--- config.mk ---
export PLATFORM = sky130hd
export DESIGN_NAME = mac_vector_unit
export DESIGN_NICKNAME = d
export VERILOG_FILES = /design/src/rtl/mac_vector_unit.sv
export SDC_FILE = /design/constraint.sdc
export NUM_CORES = 2
export LEC_CHECK = 0
export CAP_MARGIN = 20
export CORE_MARGIN = 5
export CORE_UTILIZATION = 58
export DETAILED_ROUTE_END_ITERATION = 6
export PLACE_DENSITY = 0.81
export SLEW_MARGIN = 20
export SYNTH_ARGS = -nofsm -noshare
export SYNTH_HDL_FRONTEND = slang
export SYNTH_SLANG_ARGS = --single-unit
--- constraint.sdc ---
create_clock -name clk -period 8.8 [get_ports clk]
set_input_delay 2.2 -clock clk [delete_from_list [all_inputs] [get_ports clk]]
set_output_delay 2.2 -clock clk [all_outputs]
set_load 0.005 [all_outputs]
--- src/rtl/mac_vector_unit.sv ---
// N_LANES-wide fixed-point multiply-accumulate engine: broadcast activation, per-lane weight and bias,
// full-precision guarded accumulation, then round / saturate / optional ReLU on the final term.
module mac_vector_unit #(
    parameter int Q_INT     = 8,
    parameter int Q_FRAC    = 8,
    parameter int N_LANES   = 4,
    parameter int ACC_GUARD = 8
) (
    input  logic                        clk,
    input  logic                        rst,
    input  logic                        in_valid,
    input  logic                        in_first,
    input  logic                        in_last,
    input  logic                        relu_en,
    input  logic [Q_INT+Q_FRAC-1:0]     x,
    input  logic [N_LANES*(Q_INT+Q_FRAC)-1:0] w,
    input  logic [N_LANES*(Q_INT+Q_FRAC)-1:0] bias,
    output logic                        out_valid,
    output logic [N_LANES*(Q_INT+Q_FRAC)-1:0] out_data,
    output logic [N_LANES-1:0]          out_sat,
    output logic                        busy
);

    localparam int Q_SIZE = Q_INT + Q_FRAC;
    localparam int PROD_W = 2 * Q_SIZE;
    localparam int ACC_W  = PROD_W + ACC_GUARD;

    // One extra MSB on the rounding path so adding the half-LSB can never wrap.
    localparam logic signed [ACC_W:0] HALF  = (ACC_W+1)'(1) <<< (Q_FRAC - 1);
    localparam logic signed [ACC_W:0] MAX_V = (ACC_W+1)'((2 ** (Q_SIZE - 1)) - 1);
    localparam logic signed [ACC_W:0] MIN_V = (ACC_W+1)'(-(2 ** (Q_SIZE - 1)));

    // Stage 1: products plus the control bits that travel with them
    logic                     r_s1_valid;
    logic                     r_s1_first;
    logic                     r_s1_last;
    logic                     r_s1_relu;
    logic signed [PROD_W-1:0] r_prod    [N_LANES];
    logic signed [Q_SIZE-1:0] r_s1_bias [N_LANES];

    // Stage 2: accumulators
    logic                     r_s2_valid;
    logic                     r_s2_last;
    logic                     r_s2_relu;
    logic signed [ACC_W-1:0]  r_acc     [N_LANES];

    // Stage 3: output registers
    logic                          r_out_valid;
    logic [N_LANES*Q_SIZE-1:0]     r_out_data;
    logic [N_LANES-1:0]            r_out_sat;

    // A dot product has seen its first term but not yet its last
    logic                     r_open;

    logic signed [PROD_W-1:0] w_prod     [N_LANES];
    logic signed [ACC_W-1:0]  w_bias_ext [N_LANES];
    logic signed [ACC_W-1:0]  w_acc_next [N_LANES];
    logic signed [ACC_W:0]    w_sum      [N_LANES];
    logic signed [ACC_W:0]    w_rnd      [N_LANES];
    logic [Q_SIZE-1:0]        w_res      [N_LANES];
    logic [N_LANES-1:0]       w_sat;

    // NOTE: every variable written here gets a value before any branch, so no latch is inferred.
    always_comb begin
        w_sat = '0;
        for (int i = 0; i < N_LANES; i++) begin
            w_prod[i]     = PROD_W'($signed(x)) * PROD_W'($signed(w[i*Q_SIZE +: Q_SIZE]));
            w_bias_ext[i] = ACC_W'(r_s1_bias[i]) <<< Q_FRAC;
            w_acc_next[i] = (r_s1_first ? w_bias_ext[i] : r_acc[i]) + ACC_W'(r_prod[i]);

            w_sum[i]      = (ACC_W+1)'(r_acc[i]) + HALF;
            w_rnd[i]      = w_sum[i] >>> Q_FRAC;
            w_res[i]      = w_rnd[i][Q_SIZE-1:0];
            if (w_rnd[i] > MAX_V) begin
                w_res[i] = MAX_V[Q_SIZE-1:0];
                w_sat[i] = 1'b1;
            end else if (w_rnd[i] < MIN_V) begin
                w_res[i] = MIN_V[Q_SIZE-1:0];
                w_sat[i] = 1'b1;
            end
            // ReLU wins over saturation: a clamped negative result becomes a clean zero
            if (r_s2_relu && w_rnd[i][ACC_W]) begin
                w_res[i] = '0;
                w_sat[i] = 1'b0;
            end
        end
    end

    // NOTE: sequential state uses non-blocking assignments so every stage samples pre-edge values.
    always_ff @(posedge clk) begin
        if (rst) begin
            r_s1_valid  <= 1'b0;
            r_s1_first  <= 1'b0;
            r_s1_last   <= 1'b0;
            r_s1_relu   <= 1'b0;
            r_s2_valid  <= 1'b0;
            r_s2_last   <= 1'b0;
            r_s2_relu   <= 1'b0;
            r_out_valid <= 1'b0;
            r_out_data  <= '0;
            r_out_sat   <= '0;
            r_open      <= 1'b0;
            // NOTE: the per-lane arrays are registers, not RAM, so clearing them in reset is cheap and required.
            for (int i = 0; i < N_LANES; i++) begin
                r_prod[i]    <= '0;
                r_s1_bias[i] <= '0;
                r_acc[i]     <= '0;
            end
        end else begin
            r_s1_valid <= in_valid;
            r_s1_first <= in_valid & in_first;
            r_s1_last  <= in_valid & in_last;
            r_s1_relu  <= relu_en;
            for (int i = 0; i < N_LANES; i++) begin
                r_prod[i]    <= w_prod[i];
                r_s1_bias[i] <= $signed(bias[i*Q_SIZE +: Q_SIZE]);
            end

            r_s2_valid <= r_s1_valid;
            r_s2_last  <= r_s1_valid & r_s1_last;
            r_s2_relu  <= r_s1_relu;
            if (r_s1_valid) begin
                for (int i = 0; i < N_LANES; i++) begin
                    r_acc[i] <= w_acc_next[i];
                end
            end

            r_out_valid <= r_s2_valid & r_s2_last;
            if (r_s2_valid && r_s2_last) begin
                for (int i = 0; i < N_LANES; i++) begin
                    r_out_data[i*Q_SIZE +: Q_SIZE] <= w_res[i];
                end
                r_out_sat <= w_sat;
            end

            if (in_valid) begin
                if (in_last) begin
                    r_open <= 1'b0;
                end else if (in_first) begin
                    r_open <= 1'b1;
                end
            end
        end
    end

    assign out_valid = r_out_valid;
    assign out_data  = r_out_data;
    assign out_sat   = r_out_sat;
    assign busy      = r_s1_valid | r_s2_valid | r_out_valid | r_open;

endmodule

# Word-level counts from Yosys, hierarchy flattened
# Memory sizes are Yosys's and may differ from the RTL's.
# Index checks and enable logic that the tools add are counted.
# Widths: inputs -> output; s select.
op_classes:
  reduce_logical: 7
  mul: 4
  n_lt_le_gt_ge: 8
  bitwise: 19
  add_sub_neg: 8
  muxes: 48
ops:
  columns: ["operator", "n"]
  rows:
  - ["$mux 40", 8]
  - ["$mux 16", 16]
  - ["$add 40x9->41 const B", 4]
  - ["$add 40x32->40", 4]
  - ["$gt 33x16->1 const B", 4]
  - ["$lt 33x16->1 const B", 4]
  - ["$mul 16x16->32", 4]
  - ["$mux 32", 4]
  - ["$mux 1", 20]
  - ["$or 1x1->1", 15]
  - ["$logic_and 1x1->1", 5]
  - ["$and 1x1->1", 4]
  - ["$reduce_and 2->1", 1]
  - ["$reduce_bool 2->1", 1]
totals:
  elab_cells: 108
  mem_bits_rw: 352
  memories: 3
  ff_bits: 77
  output_inout_bits: 70
  in_bits: 150
mem_list:
  columns: ["name", "depth", "word_bits", "read_ports", "rd_clocked_by_memory_dff", "write_ports", "line_no", "text"]
  rows:
  - ["r_acc", 4, 40, 4, 0, 4, "45", "logic signed [ACC_W-1:0] r_acc [N_LANES];"]
  - ["r_prod", 4, 32, 4, 0, 4, "38", "logic signed [PROD_W-1:0] r_prod [N_LANES];"]
  - ["r_s1_bias", 4, 16, 4, 0, 4, "39", "logic signed [Q_SIZE-1:0] r_s1_bias [N_LANES];"]

# Depth between registers and ports, before layout
# An unclocked memory read counts as a cell.
depth:
  depth_word: 6
  ltp_mapped: 27

# Worst setup path before layout
# OpenSTA, ideal clock, no wires.
synth_path:
  path_kind: "in2reg"
  from: "input port x[15]"
  to: "memory r_prod[2][30] (netlist name)"
  t_arrival_ns: 8.583
  path_slack_ns: 0.083
  setup_time_ns: 0.134
  path_stages: 22
  cell_sequence: "clkbuf_1 > buf_1 > nand2_1 > inv_1 > fa_1 > fa_1 > fa_1 > fa_1 > fa_1 > inv_1 > fa_1 > inv_1 > ha_1 > o21ai_0 > nand2b_1 > a31o_2 > a21oi_1 > o41ai_1 > and3_1 > o31a_1 > mux2_2 > or4_1"
synth_lines:
  columns: ["element", "line_no", "text"]
  rows:
  - ["start, declared", "15", "input logic [Q_INT+Q_FRAC-1:0] x,"]
  - ["end, declared", "38", null]

==> flow_metrics.py <==
metrics = {
    "finish": {
        "layout.nets": 9074,
        "layoutNonFillerInstCount": 8920,
        "area_delta_synth_final_pct": 10.53,
        "fillers": 8863,
        "drive_gt1_share_pct": 6.007,
        "fin_area_um2": 71220,
    },
    "worst_hold_path": {
        "hold_class": "flip-flop to flip-flop",
        "hold_start": "out_sat[2]",
    },
    "timing": {
        "relSlewSlack_pct": 26.27,
        "setup_viol": 0,
        "setup_tns_ns": 0,
        "tightest_slew_ns": 1.105,
        "skew_ns": 0.01656,
        "maxSlewViolCount": 0,
        "min_period_ns": 8.320,
        "hold_slack_ns": 0.4535,
        "grt_setup_unrepaired": "no",
        "max_freq_mhz": 120.2,
        "finalHoldViolations": 0,
        "period_share_pct": 94.55,
    },
    "synth": {
        "ys_top_cells_by_area": "fa_1, ha_1, dfxtp_1",
        "synthTopCellsByCount": "inv_1, fa_1, nand2_1",
        "yosysWarningCount": 0,
        "synth_flop_cell": "dfxtp_1",
        "syn-num-nets": 8861,
        "netlist_instances": 7171,
        "synth-seq-cells": 429,
        "synth.most_common_cell": "inv_1",
        "netlist.area_leader.share_pct": 32.68,
        "synth_seq_area_share_pct": 15.81,
        "async_reset_ff_share_pct": 0,
        "netlist_area_um2": 64440,
        "synth_top_area_cell": "fa_1",
        "synth_edf_count": 160,
        "yosys.cell_types.count": 84,
        "syn_area_per_cell_um2": 8.986,
    },
    "clock_tree": {
        "post_cts_resize_count": 0,
        "cts_hold_buf": 0,
        "cts_made_buffers": 50,
        "clockBufferDepth": 3,
        "cts_setup_buffers": 0,
        "ctsHtreeMaxLevel": 2,
        "cts-root-buf": "clkbuf_16",
        "cts_tree": "built",
        "path_clk_slew_ns": 0.06,
        "cts_sinks": 429,
        "clock_latency_ns": 0.61,
    },
    "placement": {
        "dp_cells": 8820,
        "place.gp.congestion": 0.9299,
        "hpwl_um": 133600,
        "placed_area_um2": 69500,
        "port_buffers": 219,
    },
    "setup_path": {
        "crit_type": "primary input to flip-flop",
        "rrSetupSlack_ns": 3.80,
        "required_ns": 9.26,
        "crit_start": "w[23]",
        "worstReg2RegStart": "r_s1_first",
        "critPathLaunchType": "primary input",
        "critPathCaptureType": "flip-flop",
        "endpoint": "r_prod[1][30]",
        "arrival_ns": 8.78,
        "reg2reg_to": "r_acc[2][39]",
        "cp_max_fo": 15,
        "reg2regPathDepth": 13,
    },
    "global_routing": {
        "antenna_found_initial": 10,
        "grt-ovfl-total": 0,
        "grt_pass1_wl_um": 271100,
        "grtUsageTotal_pct": 28.30,
        "first_global_vias": 53360,
        "grt_max_degree": 91,
    },
    "die": {
        "initial_core_util_pct": 58.30,
        "dieHeight_um": 343.3,
        "rows": 122,
        "die_x_um": 343.3,
        "core-area_um2": 110500,
        "die_area_um2": 117900,
        "io-pin-count": 220,
    },
    "detailed_routing": {
        "wl_um": 164800,
        "dr.pass1.iters": 7,
        "drt-wirelength-per-cell_um": 18.47,
        "final_antenna_net_count": 0,
        "viasPerCell": 5.605,
        "drc": 2,
        "drtIter0Drc": 3734,
        "num_vias": 50000,
    },
    "run": {
        "maxCapViolations": 0,
    },
    "run_status": {
        "outcome": "complete, but fails checks",
        "failed_checks": "DRC",
    },
}
==> logic make-up (layout without fill, tap and decap cells) <==
family | Yosys count | after routing | share of synthesized area [%]
flip-flops | 429 | 429 | 15.81
AO/OA/AOI/OAI | 985 | 985 | 9.890
XOR/XNOR | 309 | 309 | 4.200
other | 0 | 7 | 0
adder cells (fa/ha/maj) | 1540 | 1540 | 42.16
multiplexers | 86 | 86 | 1.458
AND/OR/NAND/NOR | 2233 | 2233 | 17.16
buffers and inverters | 1589 | 1843 | 9.315
==> placed cells by master, fill, tap and decap left out, types with 24 or more instances in the layout <==
| cell | instances |
|---|---|
| inv_1 | 1301 |
| clkdlybuf4s50_1 | 202 |
| clkbuf_16 | 56 |
| xor2_1 | 123 |
| xnor2_1 | 186 |
| a211oi_1 | 35 |
| nor3_1 | 98 |
| a21oi_1 | 232 |
| dfxtp_1 | 268 |
| o211ai_1 | 48 |
| nand2_1 | 698 |
| a31oi_1 | 33 |
| nor2b_1 | 130 |
| nand3_1 | 101 |
| a21o_1 | 156 |
| buf_4 | 192 |
| o21ai_0 | 228 |
| mux2_2 | 63 |
| nand2b_1 | 62 |
| nor2_1 | 408 |
| and2_1 | 517 |
| nand4_1 | 60 |
| ha_1 | 488 |
| o21a_1 | 53 |
| nor4_1 | 28 |
| o31ai_1 | 24 |
| fa_1 | 1052 |
| edfxtp_1 | 160 |
| and3_1 | 38 |
| buf_12 | 37 |
==> worst max-delay path: stages <==
cell and delay, ns:
clkdlybuf4s50_1 0.65, buf_4 0.29, nand2_1 0.11, fa_1 0.55, inv_1 0.06, fa_1 0.48, fa_1 0.58, fa_1 0.44
fa_1 0.52, inv_1 0.06, fa_1 0.48, inv_1 0.04, ha_1 0.29, a21o_1 0.18, a21o_1 0.18, a21o_1 0.18
a21o_1 0.18, a21o_1 0.19, a221oi_1 0.38, o21ai_0 0.22, o31ai_1 0.31, xor2_1 0.17, nor2_1 0.05
==> layer usage <==
metal | vias to the layer above | wire length [µm] | track usage (%)
met3 | 374 | 12150 | 4.208
met1 | 24680 | 68230 | 37.09
met5 | - | 61 | 0
met2 | 1791 | 78770 | 48.74
met4 | 10 | 5561 | 8.984
li1 | 23150 | - | -
==> sequential cells by signal, summed over array words and instances, names as in the netlist <==
name        flops
out_data       64
out_sat         4
out_valid       1
r_acc         160
r_open          1
r_prod        128
r_s1_bias      64
r_s1_first      1
r_s1_last       1
r_s1_relu       1
r_s1_valid      1
r_s2_last       1
r_s2_relu       1
r_s2_valid      1
==> per-stage QoR <==
stage | setup WS (ns) | utilization, %
2_1_floorplan | 0.08311 | -
6_report | 0.4797 | 64.45
5_1_grt | 0.02076 | 64.43
3_3_place_gp | 0.01552 | 62.89
4_1_cts | 0.5273 | 64.42
3_5_place_dp | -0.05750 | 62.89
==> how the worst min path moves through the flow <==
stage	to	slack, ns	cells after the start
global route	r_s2_last	0.48	1
finish	out_sat[2]	0.45	2
CTS	out_sat[2]	0.46	2
floorplan	r_s2_last	0.41	1
global placement	r_s2_last	0.43	1
detailed placement	r_s2_last	0.43	1
==> cell type report <==
| cell class | count | area (µm²) | area share [%] |
|---|---|---|---|
| Sequential cell | 429 | 10190 | 14.31 |
| Inverter | 1302 | 4887 | 6.862 |
| Multi-Input combinational cell | 5153 | 48270 | 67.77 |
| Clock buffer | 76 | 1597 | 2.242 |
| Timing Repair Buffer | 448 | 4298 | 6.034 |
| Antenna cell | 7 | 17.52 | 0.02459 |
| Clock inverter | 17 | 98.84 | 0.1388 |
| Tap cell | 1488 | 1862 | 2.614 |
Power is not shown: default switching activity piles up to over one toggle a cycle in this logic, so the estimate is an artifact.
